$ cat src/rtl/pipe_instr_pkg.sv
// pipe_instr_pkg: shared definitions for the MIPS-I instruction legality checker.
//   - opcode / SPECIAL funct / REGIMM rt encodings
//   - cause_e: result cause codes
//   - CLS_*: bit positions inside class_mask
//   - stage_t: one pipeline stage record (valid, legal, nop, cause, pc, instr)
package pipe_instr_pkg;

    // pc is carried at a fixed maximum width inside the record; the top level
    // zero-extends on entry and slices back to PC_WIDTH at the result stage.
    localparam int PC_MAX_WIDTH = 64;

    localparam logic [5:0] OP_SPECIAL = 6'h00, OP_REGIMM = 6'h01, OP_J     = 6'h02,
                           OP_JAL     = 6'h03, OP_BEQ    = 6'h04, OP_BNE   = 6'h05,
                           OP_BLEZ    = 6'h06, OP_BGTZ   = 6'h07, OP_ADDIU = 6'h09,
                           OP_SLTI    = 6'h0A, OP_SLTIU  = 6'h0B, OP_ANDI  = 6'h0C,
                           OP_ORI     = 6'h0D, OP_XORI   = 6'h0E, OP_LUI   = 6'h0F,
                           OP_LB      = 6'h20, OP_LH     = 6'h21, OP_LWL   = 6'h22,
                           OP_LW      = 6'h23, OP_LBU    = 6'h24, OP_LHU   = 6'h25,
                           OP_LWR     = 6'h26, OP_SB     = 6'h28, OP_SH    = 6'h29,
                           OP_SW      = 6'h2B;

    localparam logic [5:0] F_SLL  = 6'h00, F_SRL   = 6'h02, F_SRA  = 6'h03, F_SLLV = 6'h04,
                           F_SRLV = 6'h06, F_SRAV  = 6'h07, F_JR   = 6'h08, F_JALR = 6'h09,
                           F_MFHI = 6'h10, F_MTHI  = 6'h11, F_MFLO = 6'h12, F_MTLO = 6'h13,
                           F_MULT = 6'h18, F_MULTU = 6'h19, F_DIV  = 6'h1A, F_DIVU = 6'h1B,
                           F_ADDU = 6'h21, F_SUBU  = 6'h23, F_AND  = 6'h24, F_OR   = 6'h25,
                           F_XOR  = 6'h26, F_NOR   = 6'h27, F_SLT  = 6'h2A, F_SLTU = 6'h2B;

    localparam logic [4:0] RT_BLTZ = 5'h00, RT_BGEZ = 5'h01, RT_BLTZAL = 5'h10, RT_BGEZAL = 5'h11;

    localparam int CLS_MULDIV = 0, CLS_HILO = 1, CLS_LWLR = 2, CLS_LINK = 3;

    typedef enum logic [1:0] {
        CAUSE_OK       = 2'd0,
        CAUSE_UNKNOWN  = 2'd1,
        CAUSE_RSVD     = 2'd2,
        CAUSE_DISABLED = 2'd3
    } cause_e;

    typedef struct packed {
        logic                    valid;
        logic                    legal;
        logic                    nop;
        cause_e                  cause;
        logic [PC_MAX_WIDTH-1:0] pc;
        logic [31:0]             instr;
    } stage_t;

endpackage

$ cat src/rtl/pipe_instr_classify.sv
// pipe_instr_classify: purely combinational legality decode of one MIPS-I word.
//   instr_i      : instruction word
//   class_mask_i : per-class enables (CLS_* bit positions)
//   legal_o      : legal and enabled
//   nop_o        : word is all-zero
//   cause_o      : unknown > reserved-field > class-disabled > ok
module pipe_instr_classify
    import pipe_instr_pkg::*;
(
    input  logic [31:0] instr_i,
    input  logic [3:0]  class_mask_i,
    output logic        legal_o,
    output logic        nop_o,
    output cause_e      cause_o
);
    logic [5:0] op, fn;
    logic [4:0] rs, rt, rd, sa;
    logic       known, rsvd_bad, cls_off;

    assign op = instr_i[31:26];
    assign rs = instr_i[25:21];
    assign rt = instr_i[20:16];
    assign rd = instr_i[15:11];
    assign sa = instr_i[10:6];
    assign fn = instr_i[5:0];

    always_comb begin
        known    = 1'b1;
        rsvd_bad = 1'b0;
        cls_off  = 1'b0;
        case (op)
            OP_SPECIAL: case (fn)
                F_ADDU, F_SUBU, F_AND, F_OR, F_XOR, F_NOR, F_SLT, F_SLTU,
                F_SLLV, F_SRLV, F_SRAV:           rsvd_bad = |sa;
                F_SLL, F_SRL, F_SRA:              rsvd_bad = |rs;
                F_MULT, F_MULTU, F_DIV, F_DIVU: begin
                    rsvd_bad = |{rd, sa};
                    cls_off  = !class_mask_i[CLS_MULDIV];
                end
                F_MFHI, F_MFLO: begin
                    rsvd_bad = |{rs, rt, sa};
                    cls_off  = !class_mask_i[CLS_HILO];
                end
                F_MTHI, F_MTLO: begin
                    rsvd_bad = |{rt, rd, sa};
                    cls_off  = !class_mask_i[CLS_HILO];
                end
                F_JR:                             rsvd_bad = |instr_i[20:6];
                F_JALR: begin
                    rsvd_bad = |{rt, sa};
                    cls_off  = !class_mask_i[CLS_LINK];
                end
                default:                          known = 1'b0;
            endcase
            OP_REGIMM: case (rt)
                RT_BLTZ, RT_BGEZ:                 ;
                RT_BLTZAL, RT_BGEZAL:             cls_off = !class_mask_i[CLS_LINK];
                default:                          known = 1'b0;
            endcase
            OP_BLEZ, OP_BGTZ:                     rsvd_bad = |rt;
            OP_JAL:                               cls_off = !class_mask_i[CLS_LINK];
            OP_LWL, OP_LWR:                       cls_off = !class_mask_i[CLS_LWLR];
            OP_J, OP_BEQ, OP_BNE, OP_ADDIU, OP_SLTI, OP_SLTIU, OP_ANDI, OP_ORI, OP_XORI,
            OP_LUI, OP_LB, OP_LH, OP_LW, OP_LBU, OP_LHU, OP_SB, OP_SH, OP_SW: ;
            default:                              known = 1'b0;
        endcase

        if (!known)        cause_o = CAUSE_UNKNOWN;
        else if (rsvd_bad) cause_o = CAUSE_RSVD;
        else if (cls_off)  cause_o = CAUSE_DISABLED;
        else               cause_o = CAUSE_OK;

        legal_o = (cause_o == CAUSE_OK);
        nop_o   = (instr_i == 32'h0);
    end

endmodule

$ cat config.mk
export PLATFORM = sky130hd
export DESIGN_NAME = pipe_instr_classify
export DESIGN_NICKNAME = d
export VERILOG_FILES = /design/src/rtl/pipe_instr_pkg.sv /design/src/rtl/pipe_instr_classify.sv
export SDC_FILE = /design/constraint.sdc
export NUM_CORES = 1
export LEC_CHECK = 0
export BUFFER_PORTS_ARGS = -buffer_cell sky130_fd_sc_hd__clkbuf_2
export CAP_MARGIN = 20
export CORE_AREA = 5 5 42 44
export DETAILED_ROUTE_END_ITERATION = 12
export DIE_AREA = 0 0 47 49
export GPL_ROUTABILITY_DRIVEN = 0
export PLACE_DENSITY = 0.77
export SLEW_MARGIN = 20
export SYNTH_ARGS = -nofsm -noshare
export SYNTH_HDL_FRONTEND = slang
export SYNTH_SLANG_ARGS = --single-unit
$ cat constraint.sdc
create_clock -name vclk -period 1.4
set_input_delay 0 -clock vclk [all_inputs]
set_output_delay 0 -clock vclk [all_outputs]
set_load 0.02 [all_outputs]
Word-level counts from Yosys, hierarchy flattened
Cells that the tools add are included.
- bits in read-only memories: 0
- memory bits (writable): 0
- memories kept: 0
- word-level logic and storage cells: 89
- output and inout port bits: 4
- input port bits: 36
- latch bits: 0
- register bits after elaboration: 0
- magnitude comparators: 0
- div/mod/pow operators: 0
- shift-type cells: 0
- multipliers: 0
- muxes and demuxes: 11
- bitwise operators: 0
- equality and inequality tests: 50
- $add $sub $neg: 0
- reductions and logical operators: 28
- operators with widths (operator ; count):
    == test 6 bit (second input constant) ; 18
    == test 6 x 4 -> 1 bit (second input constant) ; 9
    == test 6 x 5 -> 1 bit (second input constant) ; 8
    == test 6 x 3 -> 1 bit (second input constant) ; 7
    zero test 32 bit ; 1
    OR reduction 15 bit ; 2
    == test 6 x 2 -> 1 bit (second input constant) ; 4
    OR reduction 24 bit ; 1
    OR reduction 23 bit ; 1
    OR reduction 10 bit ; 2
    OR reduction 5 bit ; 3
    zero test 6 bit ; 2
    OR reduction 4 bit ; 3
    OR reduction 11 bit ; 1
    == test 5 bit (second input constant) ; 2
    OR reduction 2 bit ; 4
    == test 6 x 1 -> 1 bit (second input constant) ; 1
    two-way mux 2 bit ; 3
    one-hot mux 1 bit (3 select lines) ; 2
    one-hot mux 1 bit (6 select lines) ; 1
    OR reduction 3 bit ; 2
    == test 5 x 1 -> 1 bit (second input constant) ; 1
    zero test 5 bit ; 1
    zero test 1 bit ; 4
    other kinds (4) ; 6

Longest topological paths before layout
- depth after elaboration: 8
- mapped depth: 6
- depth with buffers taken out: 5

Worst setup path after synthesis
No wires, ideal clock.
- path type: input -> output
- start: in instr_i[22]
- end: out cause_o[0]
- required time: 1.400 ns
- stages: 5
- buffers on the path: 0
- data arrival time: 1.423 ns
- setup slack: -0.023 ns
- path through: or4_1 nor2_2 o22ai_1 or4b_1 nand3_1
- cells in the longest elaborated chain, start to end: 5
- elaborated cells between the ends (all ways): 6
- classes of those cells: mux: 4; reduce/logical: 2
- RTL lines (item ; RTL line ; source):
    start, declared ; pipe_instr_classify.sv:10 ; input logic [31:0] instr_i,
    OR reduction 15 bit / OR reduction 5 bit (equally long branches) ; pipe_instr_classify.sv:41, pipe_instr_classify.sv:35 ;
    one-hot mux 1 bit (6 select lines) * ; pipe_instr_classify.sv:32 ; OP_SPECIAL: case (fn)
    one-hot mux 1 bit (2 select lines) * ; pipe_instr_classify.sv:31 ; case (op)
    two-way mux 2 bit * ; pipe_instr_classify.sv:69 ; else if (rsvd_bad) cause_o = CAUSE_RSVD;
    two-way mux 2 bit * ; pipe_instr_classify.sv:68 ; if (!known) cause_o = CAUSE_UNKNOWN;
    end, declared ; pipe_instr_classify.sv:14 ; output cause_e cause_o
Mark *: on every way between the ends. The rest lies on a longest branch, timed or not.

Worst setup path after layout
- start: in instr_i[10]
- end: out cause_o[0]
- cells in the longest elaborated chain, start to end: 5
- elaborated cells between the ends (all ways): 9
- classes of those cells: mux: 4; reduce/logical: 5
- RTL lines (item ; RTL line):
    OR reduction 15 bit (tied with other cells) ; pipe_instr_classify.sv:45, pipe_instr_classify.sv:48
    one-hot mux 1 bit (6 select lines) * ; pipe_instr_classify.sv:32
    one-hot mux 1 bit (2 select lines) * ; pipe_instr_classify.sv:31
    two-way mux 2 bit * ; pipe_instr_classify.sv:69
    two-way mux 2 bit * ; pipe_instr_classify.sv:68
Marked as above.

==> impl_metrics.py <==
metrics = {
    "status": {
        "status": "complete, but fails checks",
        "violations": "setup timing",
    },
    "hold_path": {
        "hold_class": "input pin to primary output",
    },
    "sta": {
        "finalSetupViolCount": 3,
        "slew_headroom_pct": 74.0,
        "rsz0062_at_grt": "yes",
        "period_share_pct": 117,
        "fmax_mhz": 613,
        "setup_slack_ns": -0.233,
        "final.min_clock_period_ns": 1.63,
        "slew_viol_final": 0,
        "setup-tns-final_ns": -0.570,
        "tightest_slew_ns": 0.384,
        "final_hold_viol_count": 0,
    },
    "detailed_routing": {
        "route.met2.wl_mm": 1.07,
        "wl_met1_um": 760,
        "wl_met3_um": 152,
        "viasPerCell": 5.60,
        "ant_nets": 0,
        "first_pass_iters": 4,
        "wl_per_cell_um": 13.6,
        "routed_wl_mm": 1.99,
        "drt_iter0_drc": 11,
        "top_layer_used": "met4",
        "drc": 0,
        "vias": 823,
    },
    "die": {
        "rows": 14,
        "design.core.area_sq_um": 1400,
        "start_util_pct": 33.1,
        "fp.dieH_um": 49,
        "dieArea_sq_um": 2300,
        "ios": 40,
        "die_w_um": 47,
    },
    "place": {
        "dp_cells": 145,
        "place_hpwl_mm": 1.56,
        "portBuffers": 40,
    },
    "synth": {
        "seq_area_frac_synth_pct": 0,
        "postSynthCellCount": 71,
        "netlist_top_cells_area": "nor3b_1 (6.5%), nor2_1 (5.7%), nor4b_1 (5.7%)",
        "synth_nets": 107,
        "synth_top_area_share_pct": 6.47,
        "yosysWarnings": 0,
        "synth_cell_type_count": 34,
        "synth.largest_area_cell": "nor3b_1",
        "syn_area_sq_um": 464,
        "syn_avg_cell_area_sq_um": 6.54,
    },
    "power": {
        "p_leak_uw": 0.000423,
        "power_density_nw_per_um2": 252,
        "vdd_ir_drop_max_uv": 139,
        "p_sw_share_pct": 46.1,
        "p_comb_share_pct": 100.0,
        "clockPowerShare_pct": 0,
        "p_switching_uw": 104,
        "intPower_uw": 121,
        "sequentialPowerShare_pct": 0,
    },
    "critical_path": {
        "worstPathRequired_ns": 1.40,
        "worstPathArrival_ns": 1.63,
        "critical_path_class": "input pin to primary output",
        "cp-start-kind": "input pin",
        "path_max_fanout": 3,
        "crit_path_end_kind": "primary output",
    },
    "global_route": {
        "grt_pass1_vias": 838,
        "grt_overflow": 0,
        "grtUsageTotal_pct": 18.4,
        "grt_max_degree": 10,
        "grt_pass1_wl_mm": 3.39,
        "grt_antenna_before_repair": 0,
    },
    "layout": {
        "nClkBuffers": 0,
        "layout.cells.non_filler": 147,
        "nFillCells": 124,
        "antennaDiodeCount": 0,
        "nNetsFinal": 169,
        "layout-drive-gt1-share_pct": 55.0,
        "ff_latch_area_sq_um": 0,
        "nFlopsAndLatches": 0,
        "final_common_cell": "clkbuf_2",
        "area_delta_synth_final_pct": 92.2,
        "mostFrequentLayoutCells": "clkbuf_2 (36), buf_4 (24), nor2_1 (7)",
    },
    "clock_tree": {
        "postCtsHoldBufs": 0,
    },
    "flow_run": {
        "drv_cap": 0,
    },
}
## timing repair
| action | CTS | global route |
|---|---|---|
| setup endpoints to repair | 3 | 4 |
| pin swaps | 7 | 2 |
| resized for setup | 7 | 5 |
| setup buffers | 2 | 0 |
## critical path, cell delays in order
cell and delay, ns:
clkbuf_2 0.09, or4_4 0.54, nor2_4 0.12, o22ai_2 0.10, or4b_1 0.55, nand3_2 0.09, clkbuf_8 0.14
## synth_stat cells, types with 2 or more instances
cell / n
a21oi_1: 4
buf_2: 2
inv_1: 3
nand2_1: 3
nand3_1: 2
nand4_1: 3
nand4b_1: 2
nor2_1: 7
nor2_2: 2
nor2b_1: 2
nor3_1: 4
nor3b_1: 4
nor4_1: 2
nor4b_1: 3
o211ai_1: 3
o21ai_0: 3
o221ai_1: 2
o22ai_1: 3
or4_1: 2
## logic make-up after synthesis
kind of cell           count (synthesis)  synth area share [%]
and+or+nand+nor                       44                  63.3
muxes                                  1                  2.16
AOI/OAI and AO/OA                     20                  29.1
buffers and inverters                  6                  5.39
## path summary, 6_finish.rpt
check	startpoint	end	slack [ns]	cells after the start
max	instr_i[10]	cause_o[0]	-0.23	7
min	instr_i[21]	nop_o	0.39	5
## power groups by stage
stage | Clock, uW | Combinational, uW | Sequential (uW)
floorplan | 0 | 80.3 | 0
global placement | 0 | 193 | 0
detailed placement | 0 | 200 | 0
CTS | 0 | 218 | 0
global route | 0 | 245 | 0
finish | 0 | 225 | 0
## per-stage QoR
step / utilization [%] / power, uW / setup slack [ns] / hold WS [ns] / area, sq um
2_1_floorplan: - / 80.3 / 0.0121 / 0.171 / 469
3_3_place_gp: 59.5 / 193 / -0.206 / 0.366 / 833
3_5_place_dp: 59.5 / 200 / -0.223 / 0.373 / 833
4_1_cts: 62.9 / 218 / -0.231 / 0.381 / 881
5_1_grt: 63.7 / 245 / -0.277 / 0.426 / 892
6_report: 63.7 / 225 / -0.233 / 0.386 / 892
## layer usage
layer,vias up,GRT usage [%]
met5,-,0
li1,413,-
met4,0,1.84
met2,37,32.6
met1,371,24.3
met3,2,0.738
## cell type report
class | instances | area (sq um) | area share, %
well taps | 16 | 20.0 | 2.24
inverters | 3 | 11.3 | 1.26
multi-input cells | 65 | 462 | 51.8
repair buffers | 63 | 399 | 44.7
Power figures use the tool's default switching activity.
